===== src/rtl/alu_seq_pkg.sv =====
// Shared types and encodings for the ALU sequencer: FSM states, MIPS opcode/func
// fields it decodes, and zon flag bit positions.
package alu_seq_pkg;

    typedef enum logic [1:0] {
        IDLE   = 2'd0,
        EXEC   = 2'd1,
        MULDIV = 2'd2,
        RESP   = 2'd3
    } state_t;

    localparam logic [5:0] OP_SPECIAL = 6'b000000;
    localparam logic [5:0] OP_ADDI    = 6'b001000;

    localparam logic [5:0] FUNC_MFHI  = 6'b010000;
    localparam logic [5:0] FUNC_MTHI  = 6'b010001;
    localparam logic [5:0] FUNC_MFLO  = 6'b010010;
    localparam logic [5:0] FUNC_MTLO  = 6'b010011;
    localparam logic [5:0] FUNC_MULT  = 6'b011000;
    localparam logic [5:0] FUNC_MULTU = 6'b011001;
    localparam logic [5:0] FUNC_DIV   = 6'b011010;
    localparam logic [5:0] FUNC_DIVU  = 6'b011011;
    localparam logic [5:0] FUNC_ADD   = 6'b100000;
    localparam logic [5:0] FUNC_SUB   = 6'b100010;

    localparam int ZON_ZERO = 2;
    localparam int ZON_OVF  = 1;
    localparam int ZON_NEG  = 0;

    // Flag pattern reported for a divide by zero: only the overflow/div0 bit set.
    localparam logic [2:0] ZON_DIV0 = 3'(1 << ZON_OVF);

endpackage


===== src/rtl/alu_seq_hilo.sv =====
// Architectural HI/LO register pair with independent write enables.
module alu_seq_hilo (
    input  logic        clk,
    input  logic        rst,
    input  logic        hi_we,
    input  logic        lo_we,
    input  logic [31:0] hi_d,
    input  logic [31:0] lo_d,
    output logic [31:0] hi,
    output logic [31:0] lo
);

    always_ff @(posedge clk) begin
        if (rst) begin
            hi <= '0;
            lo <= '0;
        end else begin
            if (hi_we) hi <= hi_d;
            if (lo_we) lo <= lo_d;
        end
    end

endmodule


===== src/rtl/alu_seq_ctrl.sv =====
// Multi-cycle sequencer around the shared MIPS ALU: request/response handshakes,
// HI/LO ownership and mult/div latency. Optional macro: ALU_SEQ_OVF_TRAP_EN.
module alu_seq_ctrl
    import alu_seq_pkg::*;
#(
    parameter int MULT_LAT = 4,
    parameter int DIV_LAT  = 32
) (
    input  logic        clk,
    input  logic        rst,
    input  logic        in_valid,
    output logic        in_ready,
    input  logic [31:0] instr,
    input  logic [31:0] op_a,
    input  logic [31:0] op_b,
    output logic        out_valid,
    input  logic        out_ready,
    output logic [31:0] result,
    output logic [2:0]  zon,
    output logic [31:0] alu_instr,
    output logic [31:0] alu_gr1,
    output logic [31:0] alu_gr2,
    input  logic [31:0] alu_c,
    input  logic [31:0] alu_hi,
    input  logic [31:0] alu_lo,
    input  logic [2:0]  alu_zon,
    output logic [31:0] hi,
    output logic [31:0] lo
`ifdef ALU_SEQ_OVF_TRAP_EN
    ,
    output logic        ovf_trap
`endif
);

    // The counter is sized for DIV_LAT; MULT_LAT must not exceed it.
    localparam int CW = $clog2(DIV_LAT + 1);
    localparam logic [CW-1:0] MULT_CNT = CW'(MULT_LAT - 1);
    localparam logic [CW-1:0] DIV_CNT  = CW'(DIV_LAT - 1);

    state_t        state, next_state;
    logic [CW-1:0] cnt;
    logic [31:0]   pend_hi, pend_lo;
    logic [2:0]    pend_zon;
    logic          hi_we, lo_we;
    logic [31:0]   hi_d, lo_d;

    logic [5:0] opcode, func;
    logic       special, is_mfhi, is_mflo, is_mthi, is_mtlo, is_mul, is_div, div_zero;

    assign opcode   = alu_instr[31:26];
    assign func     = alu_instr[5:0];
    assign special  = (opcode == OP_SPECIAL);
    assign is_mfhi  = special && (func == FUNC_MFHI);
    assign is_mflo  = special && (func == FUNC_MFLO);
    assign is_mthi  = special && (func == FUNC_MTHI);
    assign is_mtlo  = special && (func == FUNC_MTLO);
    assign is_mul   = special && ((func == FUNC_MULT) || (func == FUNC_MULTU));
    assign is_div   = special && ((func == FUNC_DIV) || (func == FUNC_DIVU));
    assign div_zero = is_div && (alu_gr2 == '0);

`ifdef ALU_SEQ_OVF_TRAP_EN
    logic trap_op;
    assign trap_op = (opcode == OP_ADDI) ||
                     (special && ((func == FUNC_ADD) || (func == FUNC_SUB)));
`endif

    alu_seq_hilo u_hilo (
        .clk   (clk),
        .rst   (rst),
        .hi_we (hi_we),
        .lo_we (lo_we),
        .hi_d  (hi_d),
        .lo_d  (lo_d),
        .hi    (hi),
        .lo    (lo)
    );

    always_ff @(posedge clk) begin
        if (rst) state <= IDLE;
        else     state <= next_state;
    end

    // HI/LO writes land on the edge that enters RESP, so they appear with out_valid.
    always_comb begin
        next_state = state;
        in_ready   = 1'b0;
        out_valid  = 1'b0;
        hi_we      = 1'b0;
        lo_we      = 1'b0;
        hi_d       = pend_hi;
        lo_d       = pend_lo;
        case (state)
            IDLE: begin
                in_ready = 1'b1;
                if (in_valid) next_state = EXEC;
            end
            EXEC: begin
                next_state = (is_mul || is_div) ? MULDIV : RESP;
                if (is_mthi) begin
                    hi_we = 1'b1;
                    hi_d  = alu_gr1;
                end
                if (is_mtlo) begin
                    lo_we = 1'b1;
                    lo_d  = alu_gr1;
                end
            end
            MULDIV: begin
                if (cnt == '0) begin
                    next_state = RESP;
                    hi_we      = !div_zero;
                    lo_we      = !div_zero;
                end
            end
            RESP: begin
                out_valid = 1'b1;
                if (out_ready) next_state = IDLE;
            end
            default: next_state = IDLE;
        endcase
    end

    always_ff @(posedge clk) begin
        if (rst) begin
            alu_instr <= '0;
            alu_gr1   <= '0;
            alu_gr2   <= '0;
            result    <= '0;
            zon       <= '0;
            cnt       <= '0;
            pend_hi   <= '0;
            pend_lo   <= '0;
            pend_zon  <= '0;
`ifdef ALU_SEQ_OVF_TRAP_EN
            ovf_trap  <= 1'b0;
`endif
        end else begin
            case (state)
                IDLE: begin
                    if (in_valid) begin
                        alu_instr <= instr;
                        alu_gr1   <= op_a;
                        alu_gr2   <= op_b;
                    end
                end
                EXEC: begin
                    if (is_mfhi) begin
                        result <= hi;
                        zon    <= '0;
                    end else if (is_mflo) begin
                        result <= lo;
                        zon    <= '0;
                    end else if (is_mthi || is_mtlo) begin
                        result <= '0;
                        zon    <= '0;
                    end else if (is_mul || is_div) begin
                        pend_hi  <= alu_hi;
                        pend_lo  <= alu_lo;
                        pend_zon <= alu_zon;
                        cnt      <= is_div ? DIV_CNT : MULT_CNT;
                    end else begin
`ifdef ALU_SEQ_OVF_TRAP_EN
                        if (trap_op && alu_zon[ZON_OVF]) begin
                            result   <= '0;
                            ovf_trap <= 1'b1;
                        end else begin
                            result <= alu_c;
                        end
`else
                        result <= alu_c;
`endif
                        zon <= alu_zon;
                    end
                end
                MULDIV: begin
                    if (cnt == '0) begin
                        result <= '0;
                        zon    <= div_zero ? ZON_DIV0 : pend_zon;
                    end else begin
                        cnt <= cnt - CW'(1);
                    end
                end
                RESP: begin
`ifdef ALU_SEQ_OVF_TRAP_EN
                    if (out_ready) ovf_trap <= 1'b0;
`endif
                end
                default: ;
            endcase
        end
    end

endmodule


===== config.mk =====
export PLATFORM = sky130hd
export DESIGN_NAME = alu_seq_ctrl
export DESIGN_NICKNAME = d
export VERILOG_FILES = /design/src/rtl/alu_seq_pkg.sv /design/src/rtl/alu_seq_hilo.sv /design/src/rtl/alu_seq_ctrl.sv
export SDC_FILE = /design/constraint.sdc
export NUM_CORES = 1
export LEC_CHECK = 0
export ABC_AREA = 1
export BUFFER_PORTS_ARGS = -buffer_cell sky130_fd_sc_hd__buf_4
export CAP_MARGIN = 25
export CORE_MARGIN = 2
export CORE_UTILIZATION = 29
export CTS_BUF_LIST = sky130_fd_sc_hd__clkbuf_8
export DETAILED_ROUTE_END_ITERATION = 12
export PLACE_DENSITY = 0.63
export SKIP_LAST_GASP = 1
export SLEW_MARGIN = 5
export SYNTH_ARGS = -nofsm -noshare
export SYNTH_HDL_FRONTEND = slang
export SYNTH_SLANG_ARGS = --single-unit

===== constraint.sdc =====
create_clock -name clk -period 2.39 [get_ports clk]
set_input_delay 0.3585 -clock clk [delete_from_list [all_inputs] [get_ports clk]]
set_output_delay 0.3585 -clock clk [all_outputs]
set_load 0.05 [all_outputs]

==> reports/qor.yml <==
status:
  run_status: "completed"
power:
  irDropWorstVdd_mv: 0.612
  p_leak_nw: 8.07
  p_sw_frac: 0.462
  pwr-share-clk: 0.227
  p_seq_frac: 0.299
  p_switching_mw: 9.43
  cellPowerDensity_mw_per_mm2: 1130
  finalPower_mw: 20.4
  pwr-share-comb: 0.474
  p_int_mw: 11.0
die:
  die_y_um: 209
  num_rows: 75
  dieArea_mm2: 0.0438
  start_util: 0.293
  coreArea_mm2: 0.0418
  pin_count: 396
  chipWidth_um: 209
worst_setup_path:
  crit_path_max_incr_delay_ns: 0.34
  r2r_setup_slack_ns: 0.23
  cp-start-kind: "register"
  cp.required_ns: 2.88
  path_buf_inv: 4
  cp_max_fo: 49
  critPathKind: "register to register"
  crit_arrival_ns: 2.64
  crit_slowest_cell: "dfxtp_1"
  cpLargestDelayFamily: "buffers and inverters"
  endpoint_kind: "register"
  path_cells: "inv_1 > ha_1 > inv_1 > nor3_4 > inv_2 > buf_12 > nor2_1 > nor2_1"
synthesis:
  yosys-top-cells-area: "dfxtp_1, nor2_1, nand2_1"
  synthFlopType: "dfxtp_1"
  synthXorXnorAreaFrac: 0
  ys_seq_area_frac: 0.442
  synth_commonest_cells: "nor2_1, nand2_1, dfxtp_1, o21ai_0, inv_1"
  avgSynthCellArea_um2: 6.74
  synth_compound_area_frac: 0.173
  synth-simple-area-share: 0.266
  synth_warnings: 0
  ys_ff_latch: 270
  synth_top_family_by_area: "simple AND/OR/NAND/NOR gates"
  mappedNetlistArea_mm2: 0.0122
  synthMuxAreaShare: 0
  netlist_instances: 1812
  synth_edf_count: 0
  synth_fa_ha_area_frac: 0.00615
  yosysTopAreaCell: "dfxtp_1"
  synth_top_area_share: 0.442
  yosysMostFrequentCell: "nor2_1"
  yosysUniqueCellTypes: 30
  syn_nets: 2017
  async_reset_ff_frac: 0
clocking:
  cts-root-buf: "clkbuf_8"
  cts_sinks: 270
  max-clock-path-buffers: 3
  cts_hold_buf: 130
  path_clk_slew_ns: 0.06
  post_cts_buffers: 0
  htreeDepth: 2
  cts_made_buffers: 51
  cts_tree: "yes"
  insertion_delay_ns: 0.61
  cts_resized: 0
routing:
  detail-route-antenna-nets: 0
  wl_um: 47600
  drc_errors: 0
  vias_per_cell: 4.59
  via_count: 13194
  wl_per_cell_um: 16.6
  drtIter0Drc: 1105
  dr.pass1.iters: 5
global_routing:
  grt_antenna_before_repair: 1
  grt_pass1_wl_um: 72000
  grtUsageTotal: 0.210
  grt_remaining_overflow: 0
  grt_max_degree: 79
  grt_pass1_vias: 12397
cells_and_area:
  synthToLayoutAreaGrowth_pct: 47.5
  nNetsFinal: 2500
  drive_gt1_frac: 0.228
  fin_area_mm2: 0.0180
  finalNonFillerCells: 2873
sta:
  fin_crit_sh: 0.902
  hold_violations: 0
  drv_slew: 0
  period_needed_ns: 2.16
  max_slew.worst_pin.slew_ns: 0.571
  holdWs_ns: 0.0515
  finalSetupTns_ns: 0
  report.final.setup_viol: 0
  slew_headroom: 0.620
  rsz0062_at_grt: "no"
  max_freq_ghz: 0.464
  finClkSkew_ns: 0.0158
job:
  maxCapViolations: 0
placed_design:
  dpl-instance-area_mm2: 0.0157
  place_congestion: 0.942
  dp.cells: 2651
  io_buffers: 395
  place_hpwl_um: 34500
min_path:
  hold_class: "input port to register"
[registers in the layout (all words and copies together), names as in the netlist]
signal,cells
result,32
zon,3
pend_lo,32
alu_gr1,32
state,2
u_hilo.lo,32
alu_instr,32
alu_gr2,32
pend_hi,32
pend_zon,3
u_hilo.hi,32
cnt,6
[power groups by stage]
stage	Sequential [mW]	Combinational [mW]	Clock [mW]
final	6.10	9.67	4.63
after global routing	6.19	10.4	4.96
after CTS	6.08	9.67	4.79
after detailed placement	6.17	9.47	0
after global placement	6.15	9.42	0
after floorplan	8.75	3.70	0
[path summary, 6_finish.rpt]
check,start,endpoint,cells past startpoint
hold / removal,op_a[18],alu_gr1[18],3
setup reg to reg,state[1],pend_hi[8],8
hold reg to reg,pend_zon[2],pend_zon[2],2
setup / recovery,state[1],pend_hi[8],8
[worst register-to-register path: stages, from the launching register on]
cell,delay (ns)
dfxtp_1,0.34
inv_1,0.14
ha_1,0.30
inv_1,0.11
nor3_4,0.31
inv_2,0.25
buf_12,0.26
nor2_1,0.26
nor2_1,0.07
[layout by cell type (no fill, tap or decap)]
cell	instances
nand2_1	292
a31oi_1	2
nor3_4	3
ha_1	5
nor3b_1	1
dfxtp_1	270
dlygate4sd3_1	130
nand3_2	3
inv_2	5
nor2_4	3
o21ai_2	5
nor3_2	1
nand2_4	4
nand3_1	101
nor3_1	1
bufinv_16	2
nor2_1	377
a21oi_1	176
buf_12	15
nor2_2	5
diode_2	1
or2_2	1
ha_4	1
nand2_2	2
inv_6	1
o22ai_1	1
o21ai_1	42
o21ai_0	193
clkbuf_8	64
nand4_1	4
inv_1	206
buf_4	413
clkinv_2	4
[per-layer routing]
layer / track usage / vias to the layer above / wire, µm
met5: 0 / - / 0
met4: 0.0707 / 0 / 1310
met3: 0.0385 / 81 / 2800
met2: 0.301 / 444 / 19800
met1: 0.314 / 5954 / 23600
li1: - / 6715 / -
[kinds of logic after synthesis]
family | count (synthesis)
AND/OR/NAND/NOR | 798
AO/OA/AOI/OAI | 419
adder cells (fa/ha/maj) | 6
buffers and inverters | 319
flip-flops | 270
[metrics by stage]
step                      utilization  worst slack [ns]
after detailed placement        0.376             0.254
final                           0.432             0.233
after global placement          0.376             0.310
after CTS                       0.432             0.237
after floorplan                     -             0.436
after global routing            0.432            0.0398
[layout make-up]
cell class	instances	area, µm²
timing repair buffer	558	4700
clock inverter	27	159
inverter	191	722
antenna	1	2.50
tap	539	674
sequential	270	5410
fill	4259	23700
multi-input combinational	1223	5480
clock buffer	64	881
(Power assumes the default switching activity.)
